===== config.mk =====
export PLATFORM = sky130hd
export DESIGN_NAME = morse_tx
export DESIGN_NICKNAME = d
export VERILOG_FILES = /design/src/rtl/morse_pkg.sv /design/src/rtl/morse_tick_gen.sv /design/src/rtl/morse_tx.sv
export SDC_FILE = /design/constraint.sdc
export NUM_CORES = 1
export LEC_CHECK = 0
export CORE_MARGIN = 2
export CORE_UTILIZATION = 25
export CTS_CLUSTER_DIAMETER = 30
export DETAILED_ROUTE_END_ITERATION = 6
export PLACE_DENSITY = 0.47
export SLEW_MARGIN = 25
export SYNTH_ARGS = -nofsm -noshare
export SYNTH_HDL_FRONTEND = slang
export SYNTH_HIERARCHICAL = 1
export SYNTH_SLANG_ARGS = --single-unit

===== constraint.sdc =====
create_clock -name clock -period 2.85 [get_ports clock]
set_input_delay 0.57 -clock clock [delete_from_list [all_inputs] [get_ports clock]]
set_output_delay 0.57 -clock clock [all_outputs]
set_load 0.02 [all_outputs]

===== src/rtl/morse_pkg.sv =====
// Shared types and constants for the Morse transmitter: FSM states and the
// eight-letter pattern/length ROM (A..H), patterns left-aligned to 16 bits.
package morse_pkg;

    typedef enum logic [1:0] {
        ST_IDLE = 2'd0,
        ST_SEND = 2'd1,
        ST_GAP  = 2'd2
    } morse_state_t;

    localparam int SYM_W = 3;
    localparam int ROM_W = 16;

    // 1 = unit on; the unused tail of each entry is zero.
    localparam logic [ROM_W-1:0] PAT_ROM [0:7] = '{
        16'b1011_1000_0000_0000,   // A  .-
        16'b1110_1010_1000_0000,   // B  -...
        16'b1110_1011_1010_0000,   // C  -.-.
        16'b1110_1010_0000_0000,   // D  -..
        16'b1000_0000_0000_0000,   // E  .
        16'b1010_1110_1000_0000,   // F  ..-.
        16'b1110_1110_1000_0000,   // G  --.
        16'b1010_1010_0000_0000    // H  ....
    };

    localparam logic [3:0] LEN_ROM [0:7] = '{
        4'd5, 4'd9, 4'd11, 4'd7, 4'd1, 4'd9, 4'd9, 4'd7
    };

endpackage


===== src/rtl/morse_tick_gen.sv =====
// Unit-rate generator: reloadable down-counter that emits a one-cycle tick
// each time it reaches zero while enabled, then reloads the latched period.
module morse_tick_gen #(
    parameter int DIV_W = 8
) (
    input  logic             clock,
    input  logic             resetn,
    input  logic             i_load,
    input  logic [DIV_W-1:0] i_load_val,
    input  logic             i_en,
    output logic             o_tick
);

    logic [DIV_W-1:0] r_count;
    logic [DIV_W-1:0] r_reload;

    assign o_tick = i_en && (r_count == {DIV_W{1'b0}});

    // Period latch and countdown; the tick cycle itself reloads the counter.
    always_ff @(posedge clock or negedge resetn) begin
        if (!resetn) begin
            r_count  <= {DIV_W{1'b0}};
            r_reload <= {DIV_W{1'b0}};
        end else if (i_load) begin
            r_count  <= i_load_val;
            r_reload <= i_load_val;
        end else if (i_en) begin
            if (r_count == {DIV_W{1'b0}}) begin
                r_count <= r_reload;
            end else begin
                r_count <= r_count - {{(DIV_W-1){1'b0}}, 1'b1};
            end
        end else begin
            r_count <= r_count;
        end
    end

endmodule


===== src/rtl/morse_tx.sv =====
// Morse letter transmitter: serialises a ROM pattern MSB-first at a runtime
// unit rate, then holds the line low for GAP_UNITS units. Optional letter
// repetition is compiled in with MORSE_TX_REPEAT_EN (adds port repeat_en).
module morse_tx
    import morse_pkg::*;
#(
    parameter int PAT_W     = 16,
    parameter int DIV_W     = 8,
    parameter int GAP_UNITS = 3
) (
    input  logic             clock,
    input  logic             resetn,
    input  logic [SYM_W-1:0] sym_sel,
    input  logic [DIV_W-1:0] tick_div,
    input  logic             start,
    input  logic             abort,
`ifdef MORSE_TX_REPEAT_EN
    input  logic             repeat_en,
`endif
    output logic             out,
    output logic             busy,
    output logic             done
);

    localparam int CNT_MAX = (PAT_W > GAP_UNITS) ? PAT_W : GAP_UNITS;
    localparam int CNT_W   = $clog2(CNT_MAX + 1);
    localparam logic [CNT_W-1:0] C_ONE = CNT_W'(1);
    localparam logic [CNT_W-1:0] C_GAP = CNT_W'(GAP_UNITS);

    generate
        if (PAT_W < 11) begin : g_pat_w_check
            $error("morse_tx: PAT_W must be at least 11");
        end
        if (GAP_UNITS < 1) begin : g_gap_check
            $error("morse_tx: GAP_UNITS must be at least 1");
        end
    endgenerate

    morse_state_t     r_state;
    logic [PAT_W-1:0] r_shift;
    logic [CNT_W-1:0] r_bits;
    logic [PAT_W-1:0] w_pat;
    logic [CNT_W-1:0] w_len;
    logic             w_load;
    logic             w_tick;
`ifdef MORSE_TX_REPEAT_EN
    logic [PAT_W-1:0] r_pat;
    logic [CNT_W-1:0] r_len;
`endif

    // Take the top PAT_W bits of the 16-bit ROM entry, zero-padding when wider.
    assign w_pat  = PAT_W'({PAT_ROM[sym_sel], {PAT_W{1'b0}}} >> ROM_W);
    assign w_len  = CNT_W'(LEN_ROM[sym_sel]);
    assign w_load = (r_state == ST_IDLE) && start;

    morse_tick_gen #(
        .DIV_W (DIV_W)
    ) u_tick_gen (
        .clock      (clock),
        .resetn     (resetn),
        .i_load     (w_load),
        .i_load_val (tick_div),
        .i_en       (r_state != ST_IDLE),
        .o_tick     (w_tick)
    );

    // Letter FSM; out/busy/done are registered alongside the state.
    always_ff @(posedge clock or negedge resetn) begin
        if (!resetn) begin
            r_state <= ST_IDLE;
            r_shift <= {PAT_W{1'b0}};
            r_bits  <= {CNT_W{1'b0}};
            out     <= 1'b0;
            busy    <= 1'b0;
            done    <= 1'b0;
`ifdef MORSE_TX_REPEAT_EN
            r_pat   <= {PAT_W{1'b0}};
            r_len   <= {CNT_W{1'b0}};
`endif
        end else begin
            done <= 1'b0;
            case (r_state)
                ST_IDLE: begin
                    out  <= 1'b0;
                    busy <= 1'b0;
                    if (start) begin
                        r_shift <= w_pat;
                        r_bits  <= w_len;
                        out     <= w_pat[PAT_W-1];
                        busy    <= 1'b1;
                        r_state <= ST_SEND;
`ifdef MORSE_TX_REPEAT_EN
                        r_pat   <= w_pat;
                        r_len   <= w_len;
`endif
                    end
                end
                ST_SEND: begin
                    if (abort) begin
                        r_state <= ST_IDLE;
                        out     <= 1'b0;
                        busy    <= 1'b0;
                    end else if (w_tick) begin
                        r_shift <= r_shift << 1;
                        if (r_bits == C_ONE) begin
                            r_bits  <= C_GAP;
                            out     <= 1'b0;
                            r_state <= ST_GAP;
                        end else begin
                            r_bits <= r_bits - C_ONE;
                            out    <= r_shift[PAT_W-2];
                        end
                    end
                end
                ST_GAP: begin
                    if (abort) begin
                        r_state <= ST_IDLE;
                        out     <= 1'b0;
                        busy    <= 1'b0;
                    end else if (w_tick) begin
                        if (r_bits == C_ONE) begin
                            done <= 1'b1;
`ifdef MORSE_TX_REPEAT_EN
                            if (repeat_en) begin
                                r_shift <= r_pat;
                                r_bits  <= r_len;
                                out     <= r_pat[PAT_W-1];
                                r_state <= ST_SEND;
                            end else begin
                                busy    <= 1'b0;
                                r_state <= ST_IDLE;
                            end
`else
                            busy    <= 1'b0;
                            r_state <= ST_IDLE;
`endif
                        end else begin
                            r_bits <= r_bits - C_ONE;
                        end
                    end
                end
                default: begin
                    r_state <= ST_IDLE;
                    out     <= 1'b0;
                    busy    <= 1'b0;
                end
            endcase
        end
    end

endmodule


Word level (Yosys, flattened, before mapping):

Memories as Yosys holds them, arrays and structs flattened.
Cells that the tools add are included.

* register bits: 41
* ROM bits: 160
* input bits: 15
* output and inout port bits: 3
* logic and storage cells: 84
* memories kept: 2

Memories
* (name not given): words 8, width 16, rd ports 1, clocked after Yosys merged registers in 0, write ports 0, line morse_tx.sv:52 `assign w_pat = PAT_W'({PAT_ROM[sym_sel], {PAT_W{1'b0}}} >> ROM_W);`
* (name not given): words 8, width 4, rd ports 1, clocked after Yosys merged registers in 0, write ports 0, line morse_tx.sv:53 `assign w_len = CNT_W'(LEN_ROM[sym_sel]);`

* $add $sub $neg: 2
* magnitude comparators: 1
* equal/unequal tests: 15
* mux-type cells: 42
* bitwise gates (word level): 1
* reductions and logical operators: 13

Operators by type and width (number)
* two-way mux 15 bit: 3
* two-way mux 5 bit: 7
* two-way mux 16 bit: 2
* one-hot mux 15 bit (2 select lines): 1
* two-way mux 8 bit: 3
* one-hot mux 5 bit (3 select lines): 1
* two-way mux 2 bit: 7
* two-way mux 1 bit: 13
* inequality test 2 bit (second input constant): 6
* zero test 8 bit: 1
* two-way mux 4 bit: 2
* subtractor 8 x 1 -> 8 bit (second input constant): 1
* AND reduction 7 bit: 1
* inequality test 3 x 2 -> 1 bit (second input constant): 2
* inequality test 3 bit (second input constant): 2
* one-hot mux 1 bit (3 select lines): 2
* one-hot mux 2 bit (3 select lines): 1
* nonzero test 2 bit: 3
* equality test 5 x 1 -> 1 bit (second input constant): 1
* AND reduction 5 bit: 1
* subtractor 5 x 1 -> 5 bit (second input constant): 1
* greater-or-equal comparator 4 bit (second input constant): 1
* inequality test 2 x 1 -> 1 bit (second input constant): 2
* NOT 3 -> 4 bit: 1
* 8 further kinds: 9

Depth between registers and ports, before layout:

Gate-level depths: netlist (run 1).

* depth after elaboration: 6
* mapped depth: 10
* mapped depth without buffers: 9

Hierarchy:

The synthesis (run 1) kept the hierarchy.

Modules (own cells, without submodules)
* morse_tx: instances 1, cells an instance 146, area an instance 1331.3 um2, sequential area each 500.5 um2
* morse_tick_gen: instances 1, cells an instance 85, area an instance 869.6 um2, sequential area each 400.4 um2

Least setup slack after synthesis (run 1):

No wires, ideal clock.

* path type: reg2reg
* start point: reg r_state[1]
* end point: reg r_bits[4]
* setup time: 0.101 ns
* data arrival time: 2.186 ns
* required time: 2.749 ns
* slack: 0.563 ns
* stages on the path, launching flop included: 11
* buffers on the path: 1
* clock period less this slack: 2.287 ns
* cell sequence: dfrtp_1 -> inv_1 -> ha_1 -> inv_1 -> nand2_1 -> nor2_1 -> nand2b_4 -> a211o_1 -> or2_0 -> buf_2 -> o32ai_1

* word-level cells in the longest chain between the ends: 4
* elaborated cells between the ends (all ways): 14
* those cells by class: eq/ne: 8; mux: 1; reduce/logical: 5

Ends and longest elaborated chain
* start: declaration: line morse_tx.sv:39 `morse_state_t r_state;`
* start signal: assignment: line morse_tx.sv:70 `r_state <= ST_IDLE;`
* start signal: assignment: line morse_tx.sv:91 `r_state <= ST_SEND;`
* start signal: assignment: line morse_tx.sv:100 `r_state <= ST_IDLE;`
* nonzero test 2 bit (*): line morse_tx.sv:63 `.i_en (r_state != ST_IDLE),`
* logical AND 1 bit (*): line morse_tick_gen.sv:17 `assign o_tick = i_en && (r_count == {DIV_W{1'b0}});`
* via w_tick: line morse_tx.sv:45 `logic w_tick;`
* inequality test 2 x 1 -> 1 bit (no source line)
* AND reduction 7 bit (no source line) (*)
* end signal: assignment: line morse_tx.sv:72 `r_bits <= {CNT_W{1'b0}};`
* end signal: assignment: line morse_tx.sv:88 `r_bits <= w_len;`
* end signal: assignment: line morse_tx.sv:110 `r_bits <= r_bits - C_ONE;`
* end: declaration: line morse_tx.sv:41 `logic [CNT_W-1:0] r_bits;`

Mark *: on every way through the listed nets, which the timed path passes. The rest lies on a longest branch.
A chain may end at the register's enable or synchronous reset.

Worst setup path in the final report (run 1):

Ends and elaborated chain as after synthesis.

==> impl_metrics.yaml, run 1 <==
run_status:
  run_status: "complete, no violations"
power_and_ir_drop:
  intPower_w: 0.00153
  power.sequential.fraction: 0.361
  power.density_nw_per_um2: 1000
  clkPwrFrac: 0.147
  sw_frac_of_total: 0.412
  power.share.combinational: 0.492
  power_leakage_nw: 1.13
  power.net_switching_w: 0.00107
  peakVddDrop_mv: 0.244
setup_path:
  critical-path-max-stage-delay_ps: 410
  r2r.worst_path.cells: 9
  crit_fanout: 8
  crit_type: "reg2reg"
  r2r_start: "r_state[1]"
  critical_path.reg2reg.endpoint: "r_bits[4]"
  slowest_stage: "dfrtp_1"
  critical_path.endpoint_type: "flop"
  critical_path_launch_point_type: "flop"
  cpMostUsedCell: "inv_1"
  regToRegSetupSlack_ps: 320
  critical_path.cell_chain: "inv_1 > ha_1 > inv_1 > nand2_1 > nor2_2 > nand2b_4 > a211o_1 > or2_0 > o32ai_1"
  timing.critical_path.arrival_ps: 2710
  worst-endpoint-required_ps: 3030
die:
  core_region_area_um2: 8640
  rows: 34
  num_io_pins: 18
  dieArea_um2: 9570
  chipHeight_um: 97.8
  effective_utilization_at_floorplan: 0.255
  floorplan.die.width_um: 97.8
route:
  ant_nets: 0
  drtIter0Drc: 69
  vias: 1710
  routed_wire_length_per_instance_um: 13.5
  wirelength_um: 4870
  post-route-drc-count: 0
  routed_via_density: 4.75
  dr.pass1.iters: 4
synthesis:
  synth_top_flop_cell: "dfrtp_1"
  top_area_cells_in_the_synthesized_netlist: "dfrtp_1 (41%), ha_1 (7.4%), mux2_2 (5.1%), mux2i_1 (4.1%), inv_1 (3.9%)"
  synth_sequential_area_ratio: 0.409
  async_reset_ff_frac: 1.00
  syn_avg_cell_area_um2: 9.53
  synth_area_um2: 2200
  synth_warnings: 6
  synth_edf_count: 0
  synthesis.instances: 231
  syn-num-nets: 259
  yosysTopAreaCell: "dfrtp_1"
  synthDistinctLibCells: 49
  ys_ff_latch: 36
  synth_top_cell_area_share: 0.409
timing:
  fmax_ghz: 0.395
  timing.setup.tns_ps: 0
  worst_slew_pin_slew_ps: 822
  hold_viol_final: 0
  report.final.slew_viol_count: 0
  post-route-worst-setup-slack_ps: 316
  final_critical_delay_including_setup_and_external_delays_ps: 2530
  finalCritPeriodShare: 0.889
  grt_setup_unrepaired: "false"
  final.setup_skew_ps: 7.32
  slew_headroom: 0.452
  setup_viol: 0
global_routing:
  grt_pass1_vias: 1691
  grt_start_max_net_pins: 37
  gr-usage-all-layers: 0.108
  grt-ovfl-total: 0
  grt_antenna_before_repair: 0
  grt_first_pass_wirelength_um: 8400
cts:
  clock_insertion_delay_worst_skew_ps: 290
  cts.reportedPaths.clkPinSlew_ps: 70
  postCtsSetupRepairBufs: 0
  cts-htree-levels: 2
  number_of_buffers_inserted_during_clock_tree_synthesis: 5
  cts_buffer_depth: 2
  tritoncts: "yes"
  clk_root_buffer_cell: "clkbuf_8"
  ctsHoldBuffers: 0
  clock_sinks: 36
cells_and_area:
  final_common_cell: "dfrtp_1"
  final_layout_net_count: 279
  areaGrowthSynthToFinish_pct: 18.0
  drive_above_1_share: 0.123
  n_antenna_cell: 0
  final_cell_mix: "dfrtp_1 (36), inv_1 (23), nor2_1 (18)"
  fill_cells: 925
placed_design:
  portBuffers: 17
  detailed_placement_hpwl_um: 3560
  place.gp.congestion: 0.784
  pre_cts_worst_setup_slack_ps: 215
hold_path:
  worst_hold_path_type: "in2async"
job:
  drv.max_cap_violation_count: 0
[metal layers]
metal / vias to the layer above / part of all wire / global-route usage
li1: 863 / - / -
met1: 818 / 0.50 / 0.151
met2: 23 / 0.45 / 0.160
met3: 6 / 0.033 / 0.0286
met4: 0 / 0.015 / 0.0385
met5: - / 0 / 0
[metrics by stage]
stage	power (W)	util	cells	hold slack, ps	area, µm²
global route	0.00286	0.301	360	456	2600
detailed placement	0.00224	0.290	352	498	2500
floorplan	0.00190	-	231	274	2200
finish	0.00260	0.301	360	376	2600
global placement	0.00225	0.290	352	493	2500
CTS	0.00265	0.300	360	411	2590
[sequential cells by signal, summed over array words and instances, names as in the netlist]
register	flops
r_shift	10
u_tick_gen/r_count	8
u_tick_gen/r_reload	8
r_bits	5
r_state	2
busy	1
done	1
out	1
[area by class of cell]
cell class	count	area (µm²)	share of cell area
Sequential cell	36	901	0.347
Inverter	23	86.3	0.0333
Clock buffer	6	82.6	0.0318
Tap cell	108	135	0.0520
Timing Repair Buffer	22	203	0.0781
Clock inverter	2	10.0	0.00386
Multi-Input combinational cell	163	1180	0.454
[worst max-delay path: cells and delay by family, from the launching register on]
family,cells,cell delay [ps]
simple gates,4,750
fa+ha+maj,1,250
flops,1,410
buf+inv,2,310
compound gates,2,700
[cell usage after synthesis, types with 2 or more instances]
master,number
o221ai_1,2
o21ai_0,14
nor3b_1,3
a211oi_1,2
mux2_2,10
dfrtp_1,36
nor2b_1,4
nor3_1,3
nor2_1,19
a31oi_1,3
inv_1,23
nand2b_1,3
ha_1,13
xor2_1,3
a21oi_1,16
a22oi_1,9
buf_2,3
o211ai_1,2
nand3_1,5
nand3b_1,3
o22ai_1,3
clkbuf_1,6
nand2_1,11
o21a_1,2
mux2i_1,9
[how the worst max path moves through the flow]
stage,from,slack (ps),cells past startpoint,end
6_report,r_state[1],320,9,r_bits[4]
5_1_grt,r_state[1],90,9,r_bits[4]
4_1_cts,r_state[1],210,9,r_bits[4]
3_5_place_dp,r_state[1],210,9,r_bits[4]
3_3_place_gp,r_state[1],410,9,r_bits[4]
2_1_floorplan,r_state[1],560,10,r_bits[4]
[power groups by stage]
stage | sequential, W | clock [W] | combinational [W]
floorplan | 0.000914 | 0 | 0.000983
global placement | 0.000950 | 0 | 0.00130
detailed placement | 0.000955 | 0 | 0.00129
CTS | 0.000945 | 0.000406 | 0.00130
global route | 0.000976 | 0.000426 | 0.00146
finish | 0.000940 | 0.000382 | 0.00128
[kinds of logic after synthesis]
group / Yosys count / synth area share
AOI/OAI and AO/OA: 66 / 0.198
and+or+nand+nor: 62 / 0.158
DFF: 36 / 0.409
buffers and inverters: 32 / 0.0563
muxes: 19 / 0.0921
adders and majority gates: 13 / 0.0739
xor gates and xnor gates: 3 / 0.0119
[what timing repair did]
action | in CTS | in global routing
endpoints found under the hold margin | 0 | 0
resized for setup | 0 | 1
endpoints found under the setup margin | 0 | 1
Power figures use the tool's default switching activity.
==> run 2: changes to the inputs <==
- CTS_BUF_LIST: unset -> sky130_fd_sc_hd__clkbuf_2 sky130_fd_sc_hd__clkbuf_4 sky130_fd_sc_hd__clkbuf_8
- TNS_END_PERCENT: unset -> 30
==> results of run 2 <==
Final layout, timing and power as in run 1 (identical DEF).
==> run 3: changes to the inputs <==
- CTS_BUF_LIST: sky130_fd_sc_hd__clkbuf_2 sky130_fd_sc_hd__clkbuf_4 sky130_fd_sc_hd__clkbuf_8 -> sky130_fd_sc_hd__clkbuf_16
==> run 3 against run 2 <==
Register-to-register slack about the same. Worst setup slack barely moved. Non-clock buffer count unchanged. Combinational power barely moved. Cell area grew 1.8%. Count of clock-buffer cells in the layout is 1 lower. First-iteration DRC count rose by 16%. Sequential power barely moved. Fmax about the same. Die area stayed put. Routed wire length increased by 0.82%. Clock power increased by 38%. Critical path type unchanged.
==> impl_metrics.yaml, run 3 (synthesis gave the netlist of run 1 again) <==
setup_path:
  crit_start: "r_state[1]"
  crit_fanout: 8
  critical-path-max-stage-delay_ps: 400
  worst-endpoint-required_ps: 3020
  crit_type: "reg2reg"
  timing.critical_path.arrival_ps: 2700
  timing.critical_path.max_delay_family: "simple AND/OR/NAND/NOR gates"
  critical_path.cell_chain: "inv_1 > ha_1 > inv_1 > nand2_1 > nor2_2 > nand2b_4 > a211o_1 > or2_0 > o32ai_1"
  cpMostUsedCell: "inv_1"
  r2r_start: "r_state[1]"
  number_of_buffers_and_inverters_on_the_critical_path: 2
  critical_path.endpoint_type: "flop"
  slowest_stage: "dfrtp_1"
  critical_path_launch_point_type: "flop"
global_routing:
  grt_pass1_vias: 1686
  grt_first_pass_wirelength_um: 8420
  grt_antenna_before_repair: 0
  grt_start_max_net_pins: 37
  gr-usage-all-layers: 0.108
  grt-ovfl-total: 0
power_and_ir_drop:
  power_leakage_nw: 1.15
  power.sequential.fraction: 0.343
  sw_frac_of_total: 0.397
  power.density_nw_per_um2: 1040
  intPower_w: 0.00166
  power.share.combinational: 0.466
  power.net_switching_w: 0.00109
  clkPwrFrac: 0.191
  peakVddDrop_mv: 0.300
placed_design:
  place.gp.congestion: 0.784
  placed_cells: 352
  pre_cts_worst_setup_slack_ps: 215
  detailed_placement_hpwl_um: 3560
  portBuffers: 17
route:
  dr.pass1.iters: 4
  wirelength_um: 4910
  ant_nets: 0
  vias: 1722
  post-route-drc-count: 0
  routed_via_density: 4.78
  drtIter0Drc: 80
  routed_wire_length_per_instance_um: 13.6
cells_and_area:
  final_core_utilization: 0.306
  areaGrowthSynthToFinish_pct: 20.1
  reg_top3: "r_shift: 10 flops, u_tick_gen/r_count: 8 flops, u_tick_gen/r_reload: 8 flops"
  registers.top_by_ff_count: "r_shift"
  final_cell_mix: "dfrtp_1 (36), inv_1 (23), nor2_1 (18)"
  final_common_cell: "dfrtp_1"
  final_layout_net_count: 279
  layoutNonFillerInstCount: 360
  drive_above_1_share: 0.119
  fill_cells: 920
  n_antenna_cell: 0
  largest_reg_flops: 10
cts:
  number_of_buffers_inserted_during_clock_tree_synthesis: 5
  ctsHoldBuffers: 0
  clock_sinks: 36
  clk_root_buffer_cell: "clkbuf_16"
  cts-htree-levels: 2
  cts.reportedPaths.clkPinSlew_ps: 60
  clock_insertion_delay_worst_skew_ps: 280
  tritoncts: "yes"
  cts_buffer_depth: 2
timing:
  timing.setup.tns_ps: 0
  final.setup_skew_ps: 5.97
  setup_viol: 0
  hold_viol_final: 0
  fmax_ghz: 0.395
  finalCritPeriodShare: 0.889
  grt_setup_unrepaired: "false"
  report.final.slew_viol_count: 0
  post-route-worst-setup-slack_ps: 315
  worst_hold_slack_ps: 396
  final_critical_delay_including_setup_and_external_delays_ps: 2530
  slew_headroom: 0.442
  worst_slew_pin_slew_ps: 837
die:
  effective_utilization_at_floorplan: 0.255
  floorplan.die.width_um: 97.8
  rows: 34
  dieArea_um2: 9570
  core_region_area_um2: 8640
  chipHeight_um: 97.8
  num_io_pins: 18
hold_path:
  worst_hold_path_type: "in2async"
job:
  drv.max_cap_violation_count: 0
run_status:
  run_status: "complete, no violations"
==> run 3: worst paths after layout <==
| kind | to | slack [ps] | cells after the start |
|---|---|---|---|
| worst max-delay path | r_bits[4] | 320 | 9 |
| worst min register to register | out | 510 | 1 |
| max in group asynchronous | r_shift[10] | 1920 | 1 |
| worst max register to register | r_bits[4] | 320 | 9 |
| min in group clock | out | 510 | 1 |
| worst min-delay path | busy | 400 | 1 |
==> run 3: layout make-up <==
cell class / count / area [µm²] / share of cell area
Multi-Input combinational cell: 163 / 1180 / 0.446
Sequential cell: 36 / 901 / 0.341
Timing Repair Buffer: 22 / 203 / 0.0767
Tap cell: 108 / 135 / 0.0511
Clock buffer: 5 / 125 / 0.0473
Inverter: 23 / 86.3 / 0.0327
Clock inverter: 3 / 13.8 / 0.00521
==> run 3: stage by stage <==
stage	cell area [µm²]	total power (W)
6_report	2640	0.00275
4_1_cts	2640	0.00279
3_3_place_gp	2500	0.00225
5_1_grt	2640	0.00301
2_1_floorplan	2200	0.00190
3_5_place_dp	2500	0.00224
==> run 3: repair_timing <==
item,in CTS,in global routing
buffers inserted,0,0
setup endpoints to repair,0,1
resized for setup,0,1
==> run 3: power groups by stage <==
stage / registers [W] / clock network (W) / logic [W]
after global routing: 0.000977 / 0.000575 / 0.00146
after floorplan: 0.000914 / 0 / 0.000983
after detailed placement: 0.000955 / 0 / 0.00129
after global placement: 0.000950 / 0 / 0.00130
final: 0.000942 / 0.000526 / 0.00128
after CTS: 0.000947 / 0.000549 / 0.00130
==> run 3: layer usage <==
| metal | GRT usage | vias to the layer above | routed length, µm |
|---|---|---|---|
| met1 | 0.151 | 830 | 2450 |
| li1 | - | 862 | - |
| met3 | 0.0351 | 4 | 201 |
| met5 | 0 | - | 0 |
| met2 | 0.161 | 26 | 2210 |
| met4 | 0.0321 | 0 | 53 |
